**src/rtl/banco_regs_pipe_if.sv**
```systemverilog
// Instruction-in / operand-out handshake and write-back bus of the register bank.
interface banco_regs_pipe_if #(
    parameter int DATA_W  = 32,
    parameter int ADDR_W  = 5,
    parameter int INSTR_W = 32
);
    logic               instr_valid;
    logic [INSTR_W-1:0] instruccion;
    logic               instr_ready;
    logic               op_valid;
    logic               op_ready;
    logic [DATA_W-1:0]  rs_data;
    logic [DATA_W-1:0]  rt_data;
    logic [ADDR_W-1:0]  rd_addr;
    logic               wb_en;
    logic [ADDR_W-1:0]  wb_addr;
    logic [DATA_W-1:0]  wb_data;

    modport master (
        output instr_valid, instruccion, op_ready, wb_en, wb_addr, wb_data,
        input  instr_ready, op_valid, rs_data, rt_data, rd_addr
    );

    modport slave (
        input  instr_valid, instruccion, op_ready, wb_en, wb_addr, wb_data,
        output instr_ready, op_valid, rs_data, rt_data, rd_addr
    );
endinterface

```
**src/rtl/banco_regs_pipe.sv**
```systemverilog
// Register bank with rs/rt decode, one registered operand stage (valid/ready),
// write-back bypass on read and coherent update of operands held in a stall.
module banco_regs_pipe #(
    parameter int DATA_W   = 32,
    parameter int ADDR_W   = 5,
    parameter int INSTR_W  = 32,
    parameter int RS_LSB   = 21,
    parameter int RT_LSB   = 16,
    parameter int RD_LSB   = 11,
    parameter int ZERO_REG = 1
) (
    input logic               clk,
    input logic               rst_n,
    banco_regs_pipe_if.slave  bus
);
    localparam int DEPTH = 1 << ADDR_W;

    if (RS_LSB + ADDR_W > INSTR_W || RT_LSB + ADDR_W > INSTR_W ||
        RD_LSB + ADDR_W > INSTR_W) begin : g_bad_fields
        $error("banco_regs_pipe: instruction field exceeds INSTR_W");
    end

    logic [DATA_W-1:0] rf [DEPTH];
    logic [ADDR_W-1:0] rs, rt, rd;
    logic [ADDR_W-1:0] held_rs, held_rt;
    logic [DATA_W-1:0] rs_rd, rt_rd;
    logic              wb_live;
    logic              accept;

    // With a hardwired r0 the write is dropped, so r0 is never bypassed or stored.
    always_comb begin
        rs      = bus.instruccion[RS_LSB +: ADDR_W];
        rt      = bus.instruccion[RT_LSB +: ADDR_W];
        rd      = bus.instruccion[RD_LSB +: ADDR_W];
        wb_live = bus.wb_en && !(ZERO_REG != 0 && bus.wb_addr == '0);
        rs_rd   = (wb_live && bus.wb_addr == rs) ? bus.wb_data : rf[rs];
        rt_rd   = (wb_live && bus.wb_addr == rt) ? bus.wb_data : rf[rt];
    end

    always_comb begin
        bus.instr_ready = !bus.op_valid || bus.op_ready;
        accept          = bus.instr_valid && bus.instr_ready;
    end

    always_ff @(posedge clk or negedge rst_n) begin
        if (!rst_n) begin
            for (int unsigned i = 0; i < DEPTH; i++) begin
                rf[i] <= '0;
            end
        end else if (wb_live) begin
            rf[bus.wb_addr] <= bus.wb_data;
        end
    end

    always_ff @(posedge clk or negedge rst_n) begin
        if (!rst_n) begin
            bus.op_valid <= 1'b0;
            bus.rs_data  <= '0;
            bus.rt_data  <= '0;
            bus.rd_addr  <= '0;
            held_rs      <= '0;
            held_rt      <= '0;
        end else if (accept) begin
            bus.op_valid <= 1'b1;
            bus.rs_data  <= rs_rd;
            bus.rt_data  <= rt_rd;
            bus.rd_addr  <= rd;
            held_rs      <= rs;
            held_rt      <= rt;
        end else if (bus.op_valid && bus.op_ready) begin
            bus.op_valid <= 1'b0;
        end else if (bus.op_valid) begin
            // Stalled entry tracks writes to its source registers.
            if (wb_live && bus.wb_addr == held_rs) begin
                bus.rs_data <= bus.wb_data;
            end
            if (wb_live && bus.wb_addr == held_rt) begin
                bus.rt_data <= bus.wb_data;
            end
        end
    end
endmodule
```
**src/flat_wrapper.sv**
```systemverilog
// flat-port wrapper written by rule: the top's interface ports become plain ports
module banco_regs_pipe_flat 
#(
    parameter int DATA_W   = 32,
    parameter int ADDR_W   = 5,
    parameter int INSTR_W  = 32,
    parameter int RS_LSB   = 21,
    parameter int RT_LSB   = 16,
    parameter int RD_LSB   = 11,
    parameter int ZERO_REG = 1
)
  (clk, rst_n, bus_instr_valid, bus_instruccion, bus_op_ready, bus_wb_en, bus_wb_addr, bus_wb_data, bus_instr_ready, bus_op_valid, bus_rs_data, bus_rt_data, bus_rd_addr);
  banco_regs_pipe_if #(.DATA_W(DATA_W), .ADDR_W(ADDR_W), .INSTR_W(INSTR_W)) bus_i ();
  input logic clk;
  input logic rst_n;
  input wire logic [$bits(bus_i.instr_valid)-1:0] bus_instr_valid;
  input wire logic [$bits(bus_i.instruccion)-1:0] bus_instruccion;
  input wire logic [$bits(bus_i.op_ready)-1:0] bus_op_ready;
  input wire logic [$bits(bus_i.wb_en)-1:0] bus_wb_en;
  input wire logic [$bits(bus_i.wb_addr)-1:0] bus_wb_addr;
  input wire logic [$bits(bus_i.wb_data)-1:0] bus_wb_data;
  output wire logic [$bits(bus_i.instr_ready)-1:0] bus_instr_ready;
  output wire logic [$bits(bus_i.op_valid)-1:0] bus_op_valid;
  output wire logic [$bits(bus_i.rs_data)-1:0] bus_rs_data;
  output wire logic [$bits(bus_i.rt_data)-1:0] bus_rt_data;
  output wire logic [$bits(bus_i.rd_addr)-1:0] bus_rd_addr;
  assign bus_i.instr_valid = bus_instr_valid;
  assign bus_i.instruccion = bus_instruccion;
  assign bus_i.op_ready = bus_op_ready;
  assign bus_i.wb_en = bus_wb_en;
  assign bus_i.wb_addr = bus_wb_addr;
  assign bus_i.wb_data = bus_wb_data;
  assign bus_instr_ready = bus_i.instr_ready;
  assign bus_op_valid = bus_i.op_valid;
  assign bus_rs_data = bus_i.rs_data;
  assign bus_rt_data = bus_i.rt_data;
  assign bus_rd_addr = bus_i.rd_addr;
  banco_regs_pipe #(.DATA_W(DATA_W), .ADDR_W(ADDR_W), .INSTR_W(INSTR_W), .RS_LSB(RS_LSB), .RT_LSB(RT_LSB), .RD_LSB(RD_LSB), .ZERO_REG(ZERO_REG)) u_core (.clk(clk), .rst_n(rst_n), .bus(bus_i));
endmodule
```
**config.mk**
```make
export PLATFORM = sky130hd
export DESIGN_NAME = banco_regs_pipe_flat
export DESIGN_NICKNAME = d
export VERILOG_FILES = /design/src/rtl/banco_regs_pipe_if.sv /design/src/rtl/banco_regs_pipe.sv /design/src/flat_wrapper.sv
export SDC_FILE = /design/constraint.sdc
export NUM_CORES = 2
export LEC_CHECK = 0
export CAP_MARGIN = 15
export CORE_UTILIZATION = 60
export CTS_BUF_LIST = sky130_fd_sc_hd__clkbuf_4
export DETAILED_ROUTE_END_ITERATION = 8
export GPL_TIMING_DRIVEN = 1
export PLACE_DENSITY = 0.75
export SLEW_MARGIN = 20
export SYNTH_ARGS = -nofsm -noshare
export SYNTH_HDL_FRONTEND = slang
export SYNTH_SLANG_ARGS = --single-unit
```
**constraint.sdc**
```tcl
create_clock -name clk -period 3 [get_ports clk]
set_input_delay 0.3 -clock clk [delete_from_list [all_inputs] [get_ports clk]]
set_output_delay 0.3 -clock clk [all_outputs]
set_load 0.005 [all_outputs]
```
# Word level (Yosys, flattened, before mapping)

Cells that the tools add are included.

Bits in registers: 1,104
Input bits: 74
Output and inout port bits: 71

Reductions and logical operators: 18
Mux-type cells: 21
Order comparisons: 4
Bitwise logic cells: 3
Eq/ne operators: 5

Operators with widths:

| operator           | count |
|---|---|
| $bwmux 1024        | 1 |
| $mux 32            | 15 |
| $bmux 32 s5        | 2 |
| $demux 32 s5       | 1 |
| $eq 5x5->1         | 4 |
| $ge 6x6->1 const B | 3 |
| $not 5->6          | 3 |
| $logic_and 1x1->1  | 8 |
| $reduce_bool 2->1  | 4 |
| $lt 6x1->1 const B | 1 |
| $reduce_and 3->1   | 2 |
| $logic_not 5->1    | 1 |
| $logic_not 1->1    | 2 |
| $mux 1             | 2 |
| $ne 2x1->1 const B | 1 |
| $logic_or 1x1->1   | 1 |

# Logic depth before layout (Yosys ltp)

Word-level depth: 8
Mapped depth: 9

# Worst setup path after synthesis

Ideal clock, no wire load.

Kind: input -> register
From: in bus_instruccion[21]
To: reg u_core.bus.rs_data[23]
Arrival: 2.080 ns
Required time: 2.868 ns
Library setup time: 0.132 ns
Stages on the path: 8
Setup slack: 0.788 ns
Path buffers: 3
Path through: buf_2 -> buf_2 -> buf_2 -> mux4_2 -> mux4_2 -> nand2_1 -> a21o_1 -> o211ai_1

Word-level cells in the longest chain between the ends: 6
Elaborated cells between the ends (all ways): 8
Those cells by class: eq/ne (1); mux (5); bitwise (1); reduce/logical (1)

RTL lines:

| element                                     | RTL line                 | source |
|---|---|---|
| from (decl)                                 | flat_wrapper.sv:17       | `input wire logic [$bits(bus_i.instruccion)-1:0] bus_instruccion;` |
| $not 5->6 (implied by the code)             | banco_regs_pipe.sv:36    | `rs_rd = (wb_live && bus.wb_addr == rs) ? bus.wb_data : rf[rs];` |
| $bmux 32 s5                                 | banco_regs_pipe.sv:36    |  |
| $mux 32 (implied by the code) (2 in series) | banco_regs_pipe.sv:36    |  |
| $mux 32 (*)                                 | banco_regs_pipe.sv:36    |  |
| $mux 32 (*)                                 | banco_regs_pipe.sv:63    | `end else if (accept) begin` |
| to (signal assigned)                        | banco_regs_pipe.sv:65    | `bus.rs_data <= rs_rd;` |
| to (signal assigned)                        | banco_regs_pipe.sv:75    | `bus.rs_data <= bus.wb_data;` |
| to (decl)                                   | banco_regs_pipe_if.sv:26 | `output instr_ready, op_valid, rs_data, rt_data, rd_addr` |

Mark *: on every way between the ends. The rest lies on a longest branch, timed or not. The select of a mux whose other input is x is not followed.
A chain may end at the register's enable or synchronous reset.

# Final worst setup path

From: reg u_core.bus.op_valid
To: out bus_instr_ready

Word-level cells in the longest chain between the ends: 2

RTL lines:

| element                | RTL line                 | source |
|---|---|---|
| from (decl)            | banco_regs_pipe_if.sv:26 |  |
| from (signal assigned) | banco_regs_pipe.sv:57    | `bus.op_valid <= 1'b0;` |
| from (signal assigned) | banco_regs_pipe.sv:64    | `bus.op_valid <= 1'b1;` |
| from (signal assigned) | banco_regs_pipe.sv:71    | `bus.op_valid <= 1'b0;` |
| $logic_not 1->1        | banco_regs_pipe.sv:41    | `bus.instr_ready = !bus.op_valid \|\| bus.op_ready;` |
| $logic_or 1x1->1       | banco_regs_pipe.sv:41    |  |
| to (decl)              | flat_wrapper.sv:22       | `output wire logic [$bits(bus_i.instr_ready)-1:0] bus_instr_ready;` |

No other way between the ends.

==> impl_table.tex <==
\begin{tabular}{lr}
\hline
Metric & Value \\
\hline
\multicolumn{2}{l}{\textbf{Clock network}} \\
\quad Hold-fix buffers, CTS & 21 \\
\quad Clock tree from TritonCTS & done \\
\quad Number of levels in the clock H-tree & 5 \\
\quad Post-CTS Resized & 0 \\
\quad Clock sink count & 1,104 \\
\quad Clock buffer depth & 4 \\
\quad Latest clock arrival within the worst-skew pair & 1180 ps \\
\quad Inserted Clock Buffers & between 300 and 400 \\
\quad Clk slew on worst S/H paths & 70 ps \\
\quad Buffers inserted during post-CTS setup optimization & 0 \\
\quad Root cell of the clock tree & sky130\_fd\_sc\_hd\_\_clkbuf\_4 \\
\multicolumn{2}{l}{\textbf{Critical path}} \\
\quad Critical-path cell list & nand2b\_1 > clkdlybuf4s50\_1 \\
\quad Required @ worst endpoint & 2700 ps \\
\quad Critical path capture point type & primary output \\
\quad Largest stage delay, worst path & 530 ps \\
\quad Slowest stage cell, crit path & sky130\_fd\_sc\_hd\_\_clkdlybuf4s50\_1 \\
\quad FF-to-FF path depth & 6 \\
\quad Data arrival time of the critical path & $\sim$2400 ps \\
\quad Critical Path Start Type & flop \\
\quad Critical path class & reg -> out \\
\quad Worst Path Max Fanout & 4 \\
\multicolumn{2}{l}{\textbf{STA}} \\
\quad RSZ-0062 raised after global routing & no \\
\quad Number of max-slew violations in the final report & 0 \\
\quad Tightest Pin Transition & 1110 ps \\
\quad Period minus WS final & 2660 ps \\
\quad Worst max-slew margin expressed relative to the limit & 0.256 \\
\quad Fin Clk Skew & 71.5 ps \\
\quad Number of hold violations in the final report & 0 \\
\quad Fmax & 376 MHz \\
\quad Worst hold slack after final layout & $\sim$110 ps \\
\quad Share of the cycle needed by the critical path after routing & 0.887 \\
\quad Setup violations, final & 0 \\
\multicolumn{2}{l}{\textbf{Power}} \\
\quad Power density over the cells & 648 nW/µm² \\
\quad Leakage component of the power & 0.0283 µW \\
\quad Overall power after layout & 42,100 µW \\
\quad Max VDD drop & 0.000322 V \\
\multicolumn{2}{l}{\textbf{Synthesis}} \\
\quad Post-Synth XOR/XNOR Area & 0.00307 \\
\quad Number of synthesized register bits & roughly 1,100 \\
\quad Avg Cell Area, Syn & approximately 15 µm² \\
\quad Commonest cells in the netlist & sky130\_fd\_sc\_hd\_\_dfrtp\_1, sky130\_fd\_sc\_hd\_\_mux2\_2, sky130\_fd\_sc\_hd\_\_mux4\_2 \\
\quad Top-count cell post-synth & sky130\_fd\_sc\_hd\_\_dfrtp\_1 \\
\quad Cell type with the largest total area after synthesis & sky130\_fd\_sc\_hd\_\_dfrtp\_1 \\
\quad Yosys warnings & 0 \\
\quad Most used flip-flop cell after synthesis & sky130\_fd\_sc\_hd\_\_dfrtp\_1 \\
\quad EDFF count, synth & 0 \\
\quad Synth Area in Compound Gates & 0.0401 \\
\quad Adder-cell area share of the yosys netlist & 0 \\
\quad Gate count after technology mapping & 3,778 \\
\quad Largest family of logic cells by synthesized area & multiplexers \\
\quad Largest cells by area after synthesis & sky130\_fd\_sc\_hd\_\_dfrtp\_1, sky130\_fd\_sc\_hd\_\_mux4\_2, sky130\_fd\_sc\_hd\_\_mux2\_2 \\
\quad Share of async-settable or async-resettable flops after synthesis & 1.00 \\
\quad Fraction of synthesized cell area taken by the top area cell type & 0.484 \\
\quad Net count of the mapped netlist & slightly below 4,000 \\
\quad Proportion of synthesized area in mux cells & 0.415 \\
\quad Simple-gate share of the synthesized area & 0.0250 \\
\quad Synth Cell Area & $\sim$57,000 µm² \\
\quad Sequential fraction of the synthesis area & 0.484 \\
\quad Library cells used by synthesis & 50 \\
\multicolumn{2}{l}{\textbf{Floorplanning}} \\
\quad Number of placement rows & 112 \\
\quad Effective utilization at floorplan & 0.608 \\
\quad Core Region & 93,700 µm² \\
\quad Area of the die & 96,300 µm² \\
\quad Io pins & 145 \\
\quad Die extent in x & 310 µm \\
\quad Overall die height & 310 µm \\
\multicolumn{2}{l}{\textbf{Global routing}} \\
\quad Wire length of the first global-routing pass & 260 mm \\
\quad Largest net degree at the start of global routing & 88 \\
\quad GRT Overall Usage & 0.370 \\
\quad Aggregate global routing overflow & 0 \\
\quad Antenna violations before repair & 3 \\
\quad Number of global-route vias before repair & a little over 40,000 \\
\multicolumn{2}{l}{\textbf{Detailed routing}} \\
\quad Routed wirelength normalized by instance count & 31.5 µm \\
\quad Vias per cell & 7.00 \\
\quad Vias post-DR & 38,400 \\
\quad First-pass DRT Iterations & 6 \\
\quad Overall routed net length & 173 mm \\
\quad Final routed DRC violation total & 0 \\
\quad Number of violations reported at the end of detailed-routing iteration 0 & 3,861 \\
\quad Post-detailed-route count of antenna-violating nets & 0 \\
\multicolumn{2}{l}{\textbf{Place}} \\
\quad Port Buf Inserts & approximately 130 \\
\quad Standard cell area after detailed placement & 61,000 µm² \\
\quad DPL Wire Length & between 100 and 150 mm \\
\quad Number of cells after detailed placement & 4,946 \\
\quad Final estimated routing congestion in global placement & 0.882 \\
\multicolumn{2}{l}{\textbf{Outcome}} \\
\quad Outcome & completed \\
\multicolumn{2}{l}{\textbf{Min path}} \\
\quad Class of the tightest hold or removal check & in -> reg \\
\quad Number of instances on the worst hold path & 5 \\
\multicolumn{2}{l}{\textbf{Final layout}} \\
\quad Nets & 4,112 \\
\quad Area of all placed cells without fillers & 65,000 µm² \\
\quad Filler-free cell count of the finished design & 5,483 \\
\quad Fillers & 6,177 \\
\quad Fraction of layout cells with a size suffix above 1 & 0.534 \\
\quad Layout overhead on the synthesized area & 13.9\% \\
\multicolumn{2}{l}{\textbf{Flow run}} \\
\quad Number of max-cap violations & 0 \\
\hline
\end{tabular}
[final cells by class]
class	count	area (µm²)	share of cell area
multi-input combinational	2225	27800	0.427
inverter	18	67.6	0.00104
sequential	1104	27600	0.425
tap	1254	1570	0.0241
clock buffer	435	3270	0.0503
clock inverter	66	393	0.00605
timing repair buffer	379	4290	0.0660
antenna	2	5.00	0.0000770
[report_power, final]
| group | total, µW | internal, µW | switching (µW) |
|---|---|---|---|
| Combinational | 8800 | 5450 | 3350 |
| Clock | 13300 | 7050 | 6270 |
| Sequential | 20000 | 17700 | 2260 |
| Total | 42100 | 30200 | 11900 |
[stage by stage]
stage,setup TNS (ps),utilization,worst slack (ps)
5_1_grt,0,0.693,255
3_3_place_gp,0,0.651,27.5
2_1_floorplan,0,-,788
3_5_place_dp,-0.254,0.651,-0.254
6_report,0,0.693,338
4_1_cts,0,0.692,248
[path summary, 6_finish.rpt]
path / startpoint / end / slack (ps)
setup reg to reg: u_core.bus.op_valid / u_core.bus.rs_data[0] / 650
hold / removal: bus_instruccion[25] / u_core.held_rs[4] / 110
max in group asynchronous: rst_n / u_core.rf[334] / 1720
min in group asynchronous: rst_n / u_core.rf[836] / 590
setup / recovery: u_core.bus.op_valid / bus_instr_ready / 340
hold reg to reg: u_core.rf[1011] / u_core.rf[1011] / 390
[state kept, by name, summed over array words and instances, names as in the netlist]
name	cells
u_core.bus.op_valid	1
u_core.rf	1024
u_core.held_rt	5
u_core.bus.rt_data	32
u_core.bus.rd_addr	5
u_core.held_rs	5
u_core.bus.rs_data	32
[critical path, delay by kind of cell (launching register included)]
family                 cells  cell delay, ps
AND/OR/NAND/NOR            1             200
buffers and inverters      1             530
flip-flops                 1             460
[logic make-up after synthesis]
| family | count (synthesis) |
|---|---|
| AND/OR/NAND/NOR | 290 |
| XOR/XNOR | 20 |
| flip-flops | 1104 |
| AO/OA/AOI/OAI | 317 |
| multiplexers | 1598 |
| buffers and inverters | 449 |
[metal layers]
layer	track usage	vias to the layer above	wire [µm]
li1	-	15300	-
met1	0.466	20200	63300
met2	0.582	2284	82500
met3	0.104	624	17200
met4	0.208	2	9640
met5	0	-	7
[placed cells by master, fill, tap and decap left out, types with 11 or more instances in the layout]
| master | n |
|---|---|
| sky130_fd_sc_hd__buf_12 | 86 |
| sky130_fd_sc_hd__buf_2 | 15 |
| sky130_fd_sc_hd__buf_4 | 133 |
| sky130_fd_sc_hd__clkbuf_4 | 435 |
| sky130_fd_sc_hd__clkdlybuf4s50_1 | 104 |
| sky130_fd_sc_hd__clkinv_1 | 45 |
| sky130_fd_sc_hd__clkinv_2 | 11 |
| sky130_fd_sc_hd__dfrtp_1 | 1104 |
| sky130_fd_sc_hd__dlygate4sd3_1 | 33 |
| sky130_fd_sc_hd__inv_1 | 18 |
| sky130_fd_sc_hd__mux2_2 | 916 |
| sky130_fd_sc_hd__mux2i_1 | 156 |
| sky130_fd_sc_hd__mux4_2 | 522 |
| sky130_fd_sc_hd__nand2_1 | 130 |
| sky130_fd_sc_hd__nand2_2 | 11 |
| sky130_fd_sc_hd__nand3_1 | 15 |
| sky130_fd_sc_hd__nand3b_1 | 16 |
| sky130_fd_sc_hd__nor2_1 | 15 |
| sky130_fd_sc_hd__nor2_4 | 13 |
| sky130_fd_sc_hd__nor4_1 | 22 |
| sky130_fd_sc_hd__o21ai_0 | 77 |
| sky130_fd_sc_hd__o221a_2 | 42 |
| sky130_fd_sc_hd__o22a_1 | 20 |
| sky130_fd_sc_hd__o22ai_1 | 118 |
| sky130_fd_sc_hd__or2_2 | 23 |
| sky130_fd_sc_hd__xnor2_1 | 18 |
(Power assumes the default switching activity.)
